`src/rtl/game_stats_pkg.sv`:
```
// Shared types and constants for the game statistics block.
package game_stats_pkg;

    typedef logic [3:0] bcd_digit_t;

    typedef enum logic [1:0] {StIdle, StAddLines, StAddScore, StCommit} state_e;

    localparam int unsigned MaxLevel = 20;

    // Base points per line count, four BCD digits each.
    localparam logic [15:0] BasePts1 = 16'h0040;
    localparam logic [15:0] BasePts2 = 16'h0100;
    localparam logic [15:0] BasePts3 = 16'h0300;
    localparam logic [15:0] BasePts4 = 16'h1200;

    // Digit idx of base(n); digits above the table width read as zero.
    function automatic bcd_digit_t base_digit(input logic [2:0] n, input int unsigned idx);
        logic [15:0] pts;
        case (n)
            3'd1:    pts = BasePts1;
            3'd2:    pts = BasePts2;
            3'd3:    pts = BasePts3;
            3'd4:    pts = BasePts4;
            default: pts = '0;
        endcase
        return bcd_digit_t'(pts >> (4 * idx));
    endfunction

endpackage

```
`src/rtl/game_stats_bcd_digit_add.sv`:
```
// Single BCD digit adder with carry in and carry out.
module bcd_digit_add
    import game_stats_pkg::*;
(
    input  bcd_digit_t a_i,
    input  bcd_digit_t b_i,
    input  logic       cin_i,
    output bcd_digit_t sum_o,
    output logic       cout_o
);

    logic [4:0] raw;

    always_comb begin
        raw    = 5'(a_i) + 5'(b_i) + 5'(cin_i);
        cout_o = (raw > 5'd9);
        sum_o  = cout_o ? 4'(raw + 5'd6) : raw[3:0];
    end

endmodule

```
`src/rtl/game_stats.sv`:
```
// Score, line and level counters in BCD; score is accumulated digit-serially
// in a shadow register and committed in one step.
module game_stats
    import game_stats_pkg::*;
#(
    parameter int unsigned NUMBER_LEN = 6,
    parameter int unsigned MAX_LEVEL  = MaxLevel
) (
    input  logic                       clk_i,
    input  logic                       rst_n_i,
    input  logic                       new_game_i,
    input  logic [4:0]                 start_level_i,
    input  logic                       game_over_i,
    input  logic                       clr_valid_i,
    input  logic [2:0]                 clr_lines_i,
    output logic                       clr_ready_o,
    output logic [NUMBER_LEN-1:0][3:0] score_o,
    output logic [NUMBER_LEN-1:0][3:0] lines_o,
    output logic [NUMBER_LEN-1:0][3:0] level_o,
    output logic [4:0]                 level_bin_o
);

    localparam int unsigned IdxW = (NUMBER_LEN > 1) ? $clog2(NUMBER_LEN) : 1;

    state_e                     state_q, state_d;
    logic [NUMBER_LEN-1:0][3:0] acc_q, acc_d;
    logic [NUMBER_LEN-1:0][3:0] score_q, score_d;
    logic [NUMBER_LEN-1:0][3:0] lines_q, lines_d;
    logic [4:0]                 level_q, level_d;
    logic [2:0]                 n_q, n_d;
    logic [4:0]                 lvl_lat_q, lvl_lat_d;
    logic [IdxW-1:0]            idx_q, idx_d;
    logic [4:0]                 pass_q, pass_d;
    logic                       carry_q, carry_d;
    logic                       sat_q, sat_d;
    logic                       ready_en_q;
    logic                       ready;

    // Ripple chain for the single-cycle line update.
    logic [NUMBER_LEN:0]        lines_c;
    logic [NUMBER_LEN-1:0][3:0] lines_sum;

    assign lines_c[0] = 1'b0;

    for (genvar i = 0; i < NUMBER_LEN; i++) begin : g_lines
        bcd_digit_add u_lines_add (
            .a_i    (lines_q[i]),
            .b_i    ((i == 0) ? {1'b0, n_q} : 4'd0),
            .cin_i  (lines_c[i]),
            .sum_o  (lines_sum[i]),
            .cout_o (lines_c[i+1])
        );
    end

    bcd_digit_t base_dig;
    bcd_digit_t score_sum;
    logic       score_cout;

    assign base_dig = base_digit(n_q, 32'(idx_q));

    bcd_digit_add u_score_add (
        .a_i    (acc_q[idx_q]),
        .b_i    (base_dig),
        .cin_i  (carry_q),
        .sum_o  (score_sum),
        .cout_o (score_cout)
    );

    // ready_en_q holds ready low until the first clock after reset release.
    assign ready       = (state_q == StIdle) && ready_en_q && !game_over_i;
    assign clr_ready_o = ready;

    always_comb begin
        state_d   = state_q;
        acc_d     = acc_q;
        score_d   = score_q;
        lines_d   = lines_q;
        level_d   = level_q;
        n_d       = n_q;
        lvl_lat_d = lvl_lat_q;
        idx_d     = idx_q;
        pass_d    = pass_q;
        carry_d   = carry_q;
        sat_d     = sat_q;
        if (new_game_i) begin
            state_d = StIdle;
            acc_d   = '0;
            score_d = '0;
            lines_d = '0;
            level_d = (32'(start_level_i) > MAX_LEVEL) ? 5'(MAX_LEVEL) : start_level_i;
            idx_d   = '0;
            pass_d  = '0;
            carry_d = 1'b0;
            sat_d   = 1'b0;
        end else begin
            unique case (state_q)
                StIdle: begin
                    if (clr_valid_i && ready && clr_lines_i >= 3'd1 && clr_lines_i <= 3'd4) begin
                        n_d       = clr_lines_i;
                        lvl_lat_d = level_q;
                        acc_d     = score_q;
                        idx_d     = '0;
                        pass_d    = '0;
                        carry_d   = 1'b0;
                        sat_d     = 1'b0;
                        state_d   = StAddLines;
                    end
                end
                StAddLines: begin
                    lines_d = lines_c[NUMBER_LEN] ? {NUMBER_LEN{4'h9}} : lines_sum;
                    // A carry out of the units digit means a multiple of ten was crossed.
                    if (lines_c[1] && 32'(level_q) < MAX_LEVEL) begin
                        level_d = level_q + 5'd1;
                    end
                    state_d = StAddScore;
                end
                StAddScore: begin
                    acc_d[idx_q] = score_sum;
                    if (idx_q == IdxW'(NUMBER_LEN - 1)) begin
                        idx_d   = '0;
                        carry_d = 1'b0;
                        if (score_cout) begin
                            sat_d = 1'b1;
                        end
                        if (pass_q == lvl_lat_q) begin
                            state_d = StCommit;
                        end else begin
                            pass_d = pass_q + 5'd1;
                        end
                    end else begin
                        idx_d   = idx_q + IdxW'(1);
                        carry_d = score_cout;
                    end
                end
                StCommit: begin
                    score_d = sat_q ? {NUMBER_LEN{4'h9}} : acc_q;
                    state_d = StIdle;
                end
                default: state_d = StIdle;
            endcase
        end
    end

    always_ff @(posedge clk_i or negedge rst_n_i) begin
        if (!rst_n_i) begin
            state_q    <= StIdle;
            acc_q      <= '0;
            score_q    <= '0;
            lines_q    <= '0;
            level_q    <= '0;
            n_q        <= '0;
            lvl_lat_q  <= '0;
            idx_q      <= '0;
            pass_q     <= '0;
            carry_q    <= 1'b0;
            sat_q      <= 1'b0;
            ready_en_q <= 1'b0;
        end else begin
            state_q    <= state_d;
            acc_q      <= acc_d;
            score_q    <= score_d;
            lines_q    <= lines_d;
            level_q    <= level_d;
            n_q        <= n_d;
            lvl_lat_q  <= lvl_lat_d;
            idx_q      <= idx_d;
            pass_q     <= pass_d;
            carry_q    <= carry_d;
            sat_q      <= sat_d;
            ready_en_q <= 1'b1;
        end
    end

    always_comb begin
        level_o    = '0;
        level_o[0] = 4'(level_q % 5'd10);
        level_o[1] = 4'(level_q / 5'd10);
    end

    assign score_o     = score_q;
    assign lines_o     = lines_q;
    assign level_bin_o = level_q;

endmodule

```
`config.mk`:
```
export PLATFORM = sky130hd
export DESIGN_NAME = game_stats
export DESIGN_NICKNAME = d
export VERILOG_FILES = /design/src/rtl/game_stats_pkg.sv /design/src/rtl/game_stats_bcd_digit_add.sv /design/src/rtl/game_stats.sv
export SDC_FILE = /design/constraint.sdc
export NUM_CORES = 1
export LEC_CHECK = 0
export ABC_AREA = 1
export BUFFER_PORTS_ARGS = -buffer_cell sky130_fd_sc_hd__buf_2
export CAP_MARGIN = 5
export CORE_MARGIN = 3
export CORE_UTILIZATION = 35
export DETAILED_ROUTE_END_ITERATION = 6
export GPL_TIMING_DRIVEN = 0
export SETUP_SLACK_MARGIN = 0.05
export SLEW_MARGIN = 20
export SYNTH_ARGS = -nofsm -noshare
export SYNTH_HDL_FRONTEND = slang
export SYNTH_SLANG_ARGS = --single-unit
```
`constraint.sdc`:
```
create_clock -name clk_i -period 7.6 [get_ports clk_i]
set_input_delay 1.52 -clock clk_i [delete_from_list [all_inputs] [get_ports clk_i]]
set_output_delay 1.52 -clock clk_i [all_outputs]
set_load 0.05 [all_outputs]
```
# Word-level counts from Yosys, hierarchy flattened

Cells that the tools add are included.

Register bits: 98
Output and inout bits: 78
Word-level logic and storage cells: 141

Add/sub/neg operators: 17
Div/mod/pow operators: 2
$lt $le $gt $ge: 13
Equality and inequality tests: 14
Shift-type cells: 1
Multiplexer cells: 47
Bitwise operators: 1
Reduce and logical (&&, ||, !) cells: 19

Operator list:

| operator            | count |
|---|---|
| $mux 24             | 8 |
| $pmux 13 s4         | 1 |
| $pmux 24 s2         | 1 |
| $mux 5              | 8 |
| $gt 5x4->1 const B  | 7 |
| $mux 4              | 8 |
| $add 4x1->5         | 5 |
| $add 4x3->4 const B | 6 |
| $bwmux 24           | 1 |
| $shr 16x5->4        | 1 |
| $bmux 4 s3          | 1 |
| $demux 4 s3         | 1 |
| $ne 3x3->1 const B  | 4 |
| $add 5x1->5 const B | 2 |
| $pmux 5 s2          | 1 |
| $mux 3              | 3 |
| $mux 2              | 4 |
| $pmux 2 s4          | 1 |
| $reduce_and 4->1    | 2 |
| $logic_and 1x1->1   | 7 |
| $eq 3x2->1 const B  | 2 |
| $eq 3x3->1 const B  | 2 |
| $ge 3x1->1 const B  | 2 |
| $mux 1              | 6 |
| other kinds (24)    | 30 |

# Longest topological paths before layout

Depth in word-level cells: 15
Depth in mapped cells: 43
Gate-level depth less buffers: 43

# Hierarchy

Synthesis repeated with hierarchy kept, for this count alone.

Cell total of the unflattened synthesis: 955
Area total of the unflattened synthesis: 7314.5 µm²

Modules (own cells, without submodules):

| module                                      | instances | cells each | area each (µm²) | seq. area each (µm²) |
|---|---|---|---|---|
| game_stats                                  | 1         | 638        | 5220.0          | 2452.4 |
| bcd_digit_add at g_lines[0].u_lines_add ... | 6         | 45         | 299.0           | 0.0 |
| bcd_digit_add at g_lines[5].u_lines_add     | 1         | 47         | 300.3           | 0.0 |

# Least setup slack after synthesis

No wires, ideal clock.

Kind: reg-to-reg
Start: register lines_q, in the netlist lines_o[0]
End: register lines_q, in the netlist lines_o[1]
Arrival time: 6450 ps
Data required time: 7523 ps
Slack: 1074 ps
Cell stages (with the launch flop): 44
Buffers on the path: 0
Cell sequence: dfrtp_1 ha_1 inv_1 fa_1 inv_1 nor2_1 inv_1 nand2_1 nand2_2 ha_1 ha_1 xnor2_1 nand2_1 nand2_1 nand2_1 ha_1 ha_1 xnor2_1 (+8 left out) nand2_1 ha_1 ha_1 xnor2_1 nand2_1 nand2_1 nand2_1 ha_1 ha_1 xnor2_1 o211ai_1 nand2_1 inv_2 nor2_4 inv_2 a21oi_1 o21ai_0 o21ai_1

Cells in the longest elaborated chain, start to end: 15
Elaborated cells on any way between the ends: 17
Those cells by class: 7 x add/sub; 6 x order compare; 4 x mux

RTL lines:

| what                   | RTL line                       | text |
|---|---|---|
| start, declared        | game_stats.sv:28               | `logic [NUMBER_LEN-1:0][3:0] lines_q, lines_d;` |
| start signal, assigned | game_stats.sv:162              | `lines_q <= lines_d;` |
| $add 4x3->5 *          | game_stats_bcd_digit_add.sv:15 | `raw = 5'(a_i) + 5'(b_i) + 5'(cin_i);` |
| $gt 5x4->1             | game_stats_bcd_digit_add.sv:16 | `cout_o = (raw > 5'd9);` |
| $add 4x1->5            | game_stats_bcd_digit_add.sv:15 |  |
| $gt 5x4->1             | game_stats_bcd_digit_add.sv:16 |  |
| $add 4x1->5            | game_stats_bcd_digit_add.sv:15 |  |
| $gt 5x4->1             | game_stats_bcd_digit_add.sv:16 |  |
| $add 4x1->5            | game_stats_bcd_digit_add.sv:15 |  |
| $gt 5x4->1             | game_stats_bcd_digit_add.sv:16 |  |
| $add 4x1->5            | game_stats_bcd_digit_add.sv:15 |  |
| $gt 5x4->1             | game_stats_bcd_digit_add.sv:16 |  |
| $add 4x1->5            | game_stats_bcd_digit_add.sv:15 |  |
| $gt 5x4->1             | game_stats_bcd_digit_add.sv:16 |  |
| $mux 24 *              | game_stats.sv:110              | `lines_d = lines_c[NUMBER_LEN] ? {NUMBER_LEN{4'h9}} : lines_sum;` |
| $mux 24 *              | game_stats.sv:96               | `unique case (state_q)` |
| $mux 24 *              | game_stats.sv:85               | `if (new_game_i) begin` |

Mark *: on every way between the ends. The rest lies on a longest branch, timed or not. The select of a mux whose other input is x is not followed.
A chain may end at the register's enable or synchronous reset.

# Worst setup path after layout

Start: register lines_q, in the netlist lines_o[0]
End: register lines_q, in the netlist lines_o[17]

Cells in the longest elaborated chain, start to end: 15
Elaborated cells on any way between the ends: 17
Those cells by class: 7 x add/sub; 6 x order compare; 4 x mux

RTL lines:

| what          | RTL line |
|---|---|
| $add 4x3->5 * | game_stats_bcd_digit_add.sv:15 |
| $gt 5x4->1 *  | game_stats_bcd_digit_add.sv:16 |
| $add 4x1->5 * | game_stats_bcd_digit_add.sv:15 |
| $gt 5x4->1 *  | game_stats_bcd_digit_add.sv:16 |
| $add 4x1->5 * | game_stats_bcd_digit_add.sv:15 |
| $gt 5x4->1 *  | game_stats_bcd_digit_add.sv:16 |
| $add 4x1->5 * | game_stats_bcd_digit_add.sv:15 |
| $gt 5x4->1 *  | game_stats_bcd_digit_add.sv:16 |
| $add 4x1->5 * | game_stats_bcd_digit_add.sv:15 |
| $gt 5x4->1    | game_stats_bcd_digit_add.sv:16 |
| $add 4x1->5   | game_stats_bcd_digit_add.sv:15 |
| $gt 5x4->1    | game_stats_bcd_digit_add.sv:16 |
| $mux 24 *     | game_stats.sv:110 |
| $mux 24 *     | game_stats.sv:96 |
| $mux 24 *     | game_stats.sv:85 |

Marks and branches as above.

==> results.py <==
metrics = {
    "setup_path": {
        "cp.depth": 42,
        "buffers_inverters_on_critical_path": 6,
        "cp-start-kind": "flop",
        "r2r.worst_path.cells": 42,
        "crit_path_max_fanout": 8,
        "critPathMaxStageDelay_ns": 0.50,
        "timing_worst_setup_path_type": "flop to flop",
        "setup.worst_path.end_class": "flop",
        "regToRegStartpoint": "lines_o[0]",
        "critPathMostFrequentCell": "sky130_fd_sc_hd__nand2_1",
        "worst_r2r_endpoint": "lines_o[17]",
        "worst_ep_arrival_time_ns": 7.13,
        "ff2ff_setup_slack_ns": 0.75,
        "critPathRequiredTime_ns": 7.88,
        "setup.worst_path.start": "lines_o[0]",
        "cell_with_the_largest_stage_delay_on_the_worst_path": "sky130_fd_sc_hd__fa_1",
        "critPathTopFamily": "adder cells",
    },
    "timing": {
        "hold-worst-slack_ns": 0.520,
        "min_period_over_period": 0.901,
        "timing_hold_violations_final": 0,
        "layout_min_cycle_time_ns": 6.85,
        "max_clock_freq_ghz": 0.146,
        "final.setup_skew_ns": 0.00963,
        "timing.slew.headroom": 0.527,
        "aggregate_negative_setup_slack_ns": 0,
        "setup_viol": 0,
        "rsz0062_at_grt": "false",
        "post-route-worst-setup-slack_ns": 0.752,
        "max_slew.worst_pin.slew_ns": 0.701,
        "report.final.slew_viol_count": 0,
    },
    "layout": {
        "areaGrowthSynthToFinish_pct": 17.1,
        "finish.cell_count_without_fillers": 1128,
        "fill_cells": 1748,
        "layout.nets": 946,
        "final_core_utilization": 0.421,
        "num_antenna_cells": 0,
        "seqCellArea_um2": 2450,
        "area_of_the_multi_input_gates_um2": 3240,
        "drive_gt1_frac": 0.195,
    },
    "die": {
        "start_util": 0.360,
        "total_core_area_um2": 17400,
        "fp-row-count": 48,
        "die_x_um": 140,
        "num_io_pins": 91,
        "die_height_um": 140,
        "overall_die_area_um2": 19500,
    },
    "min_path": {
        "hold_path_depth": 2,
        "hold_path_startpoint": "lines_o[8]",
        "hold_path_end": "lines_o[8]",
        "min_path_type": "flop to flop",
    },
    "synthesis": {
        "synthCells": 795,
        "edff_count_synth": 0,
        "synth_warnings": 0,
        "synth_top_flop_cell": "sky130_fd_sc_hd__dfrtp_1",
        "synth.ff_latch_count": 98,
        "distinct_cell_type_count_of_the_synthesized_netlist": 50,
        "seq_area_frac_synth": 0.393,
        "avgSynthCellArea_um2": 7.86,
        "syn-cell-area_um2": 6250,
        "synth-async-reset-ratio": 1.00,
    },
    "power_and_ir_drop": {
        "pwr-share-comb": 0.451,
        "sw_pwr_w": 0.000902,
        "total_leakage_power_nw": 3.76,
        "pwr_density_cell_nw_per_um2": 269,
        "internal_power_w": 0.00107,
        "seq_power_share": 0.321,
        "power.clock.fraction": 0.228,
        "power.switching_fraction": 0.458,
        "vdd_ir_drop_max_mv": 0.156,
    },
    "grt": {
        "grt_pass1_wl_mm": 26.4,
        "grt_start_max_net_pins": 51,
        "grt_antenna_before_repair": 0,
        "gr-usage-all-layers": 0.167,
        "vias_in_the_first_global_route": 5076,
        "grt_overflow": 0,
    },
    "outcome": {
        "outcome": "finished clean",
    },
    "cts": {
        "numClockSinks": 98,
        "cts_tree": "built",
        "cts_max_level": 3,
        "clk_root_buf": "sky130_fd_sc_hd__clkbuf_16",
        "num_cts_buffers": 9,
        "clk_latency_ns": 0.36,
        "cts.reportedPaths.clkPinSlew_ns": 0.07,
        "cts_hold_repair.buffers": 0,
        "longest_clk_path_bufs": 2,
    },
    "routing": {
        "post_drt_via_cell_ratio": 4.84,
        "wire_length_per_cell_after_detailed_routing_um": 14.4,
        "totalWireLength_mm": 16.3,
        "drc": 0,
        "postRouteAntennaNets": 0,
        "drt_first_pass_iters": 7,
        "drt_iter0_markers": 383,
        "routed-via-count": 5459,
    },
    "flow_run": {
        "drv.max_cap_violation_count": 0,
    },
    "placement": {
        "numPlacedInstances": 1109,
        "dp_hpwl_mm": 12.1,
        "buffer_ports.inserted": 71,
        "detailedPlace.worstSlack_ns": 0.391,
        "finalWeightedCongestion": 0.901,
    },
}
## worst min-delay path, delay by kind of cell, from the launching register on
family	cells	cell delay, ns
and+or+nand+nor	2	0.12
DFF	1	0.37
## registers in the layout (all words and copies together) (netlist names)
register,flops
n_q,3
sat_q,1
carry_q,1
ready_en_q,1
pass_q,5
lines_o,24
acc_q,24
idx_q,3
level_bin_o,5
lvl_lat_q,5
score_o,24
state_q,2
## layer usage
layer  wire length, um  global-route usage  share of wire  vias to the layer above
li1                  -                   -              -                     2760
met1              7480               0.229           0.46                     2546
met2              7610               0.268           0.47                      135
met3               839              0.0299          0.052                       18
met4               333              0.0546          0.020                        0
met5                 0                   0              0                        -
## Yosys cell counts (all sizes together) (2+ instances only)
master	count	share of area
nor4	2	0.0020
a21oi	17	0.014
a32o	4	0.0064
clkbuf	12	0.0072
xor2	10	0.014
o21ai	69	0.061
nand4	6	0.0060
dfrtp	98	0.39
nor2	68	0.048
conb	2	0.0012
inv	97	0.059
nor3	6	0.0048
fa	3	0.0096
a31oi	2	0.0044
ha	32	0.064
a32oi	2	0.0028
o21a	4	0.0048
a22oi	3	0.0036
o22ai	32	0.032
xnor2	9	0.014
or2	4	0.0040
buf	25	0.032
o211ai	2	0.0024
nand3	49	0.048
nand2	230	0.15
## stage by stage
stage	area (um^2)	total power, W
after floorplan	6310	0.00131
after global placement	6950	0.00152
after detailed placement	6980	0.00153
after CTS	7260	0.00198
after global routing	7310	0.00210
final	7310	0.00197
## placed cells by master (no fill, tap or decap), drive strengths merged, types with 2 or more instances in the layout
cell	synthesis	layout
nand2	230	230
buf	25	100
dfrtp	98	98
inv	97	97
o21ai	69	69
nor2	68	68
nand3	49	49
o22ai	32	32
ha	32	32
clkbuf	12	25
conb	2	19
a21oi	17	17
xor2	10	10
xnor2	9	9
nor3	6	6
nand4	6	6
o21a	4	4
a32o	4	4
or2	4	4
a22oi	3	3
fa	3	3
nor4	2	2
a32oi	2	2
o211ai	2	2
clkinvlp	0	2
a31oi	2	2
## kinds of logic after synthesis
| logic type | count (synthesis) | synth area share |
|---|---|---|
| compound gates | 139 | 0.138 |
| xor+xnor | 19 | 0.0278 |
| fa+ha+maj | 35 | 0.0737 |
| buf+inv | 136 | 0.103 |
| flops | 98 | 0.393 |
| other cells | 2 | 0.00120 |
| simple gates | 366 | 0.264 |
## power groups by stage
stage	sequential, W	clock [W]	combinational [W]
floorplan	0.000707	0	0.000605
global placement	0.000641	0	0.000875
global route	0.000640	0.000480	0.000984
CTS	0.000633	0.000460	0.000889
finish	0.000632	0.000450	0.000887
detailed placement	0.000643	0	0.000884
## area by class of cell
class                   instances  share of cell area
well taps                     225              0.0385
plain buffers                  38              0.0347
multi-input cells             578               0.443
repair buffers                 75              0.0563
clock inverters                 3             0.00325
inverters                      98              0.0529
flip-flops and latches         98               0.335
clock buffers                  13              0.0356
## worst max path at each step
stage / endpoint / slack, ns
after CTS: lines_o[1] / 0.35
after detailed placement: lines_o[1] / 0.39
after global routing: lines_o[1] / 0.01
after global placement: lines_o[1] / 0.48
after floorplan: lines_o[1] / 1.07
final: lines_o[17] / 0.75
## repair_timing
action	CTS	global route
setup buffers	0	3
hold endpoints to repair	0	0
setup endpoints to repair	0	14
gates resized for setup	0	4
No activity file was read; power rests on OpenSTA's default activity.
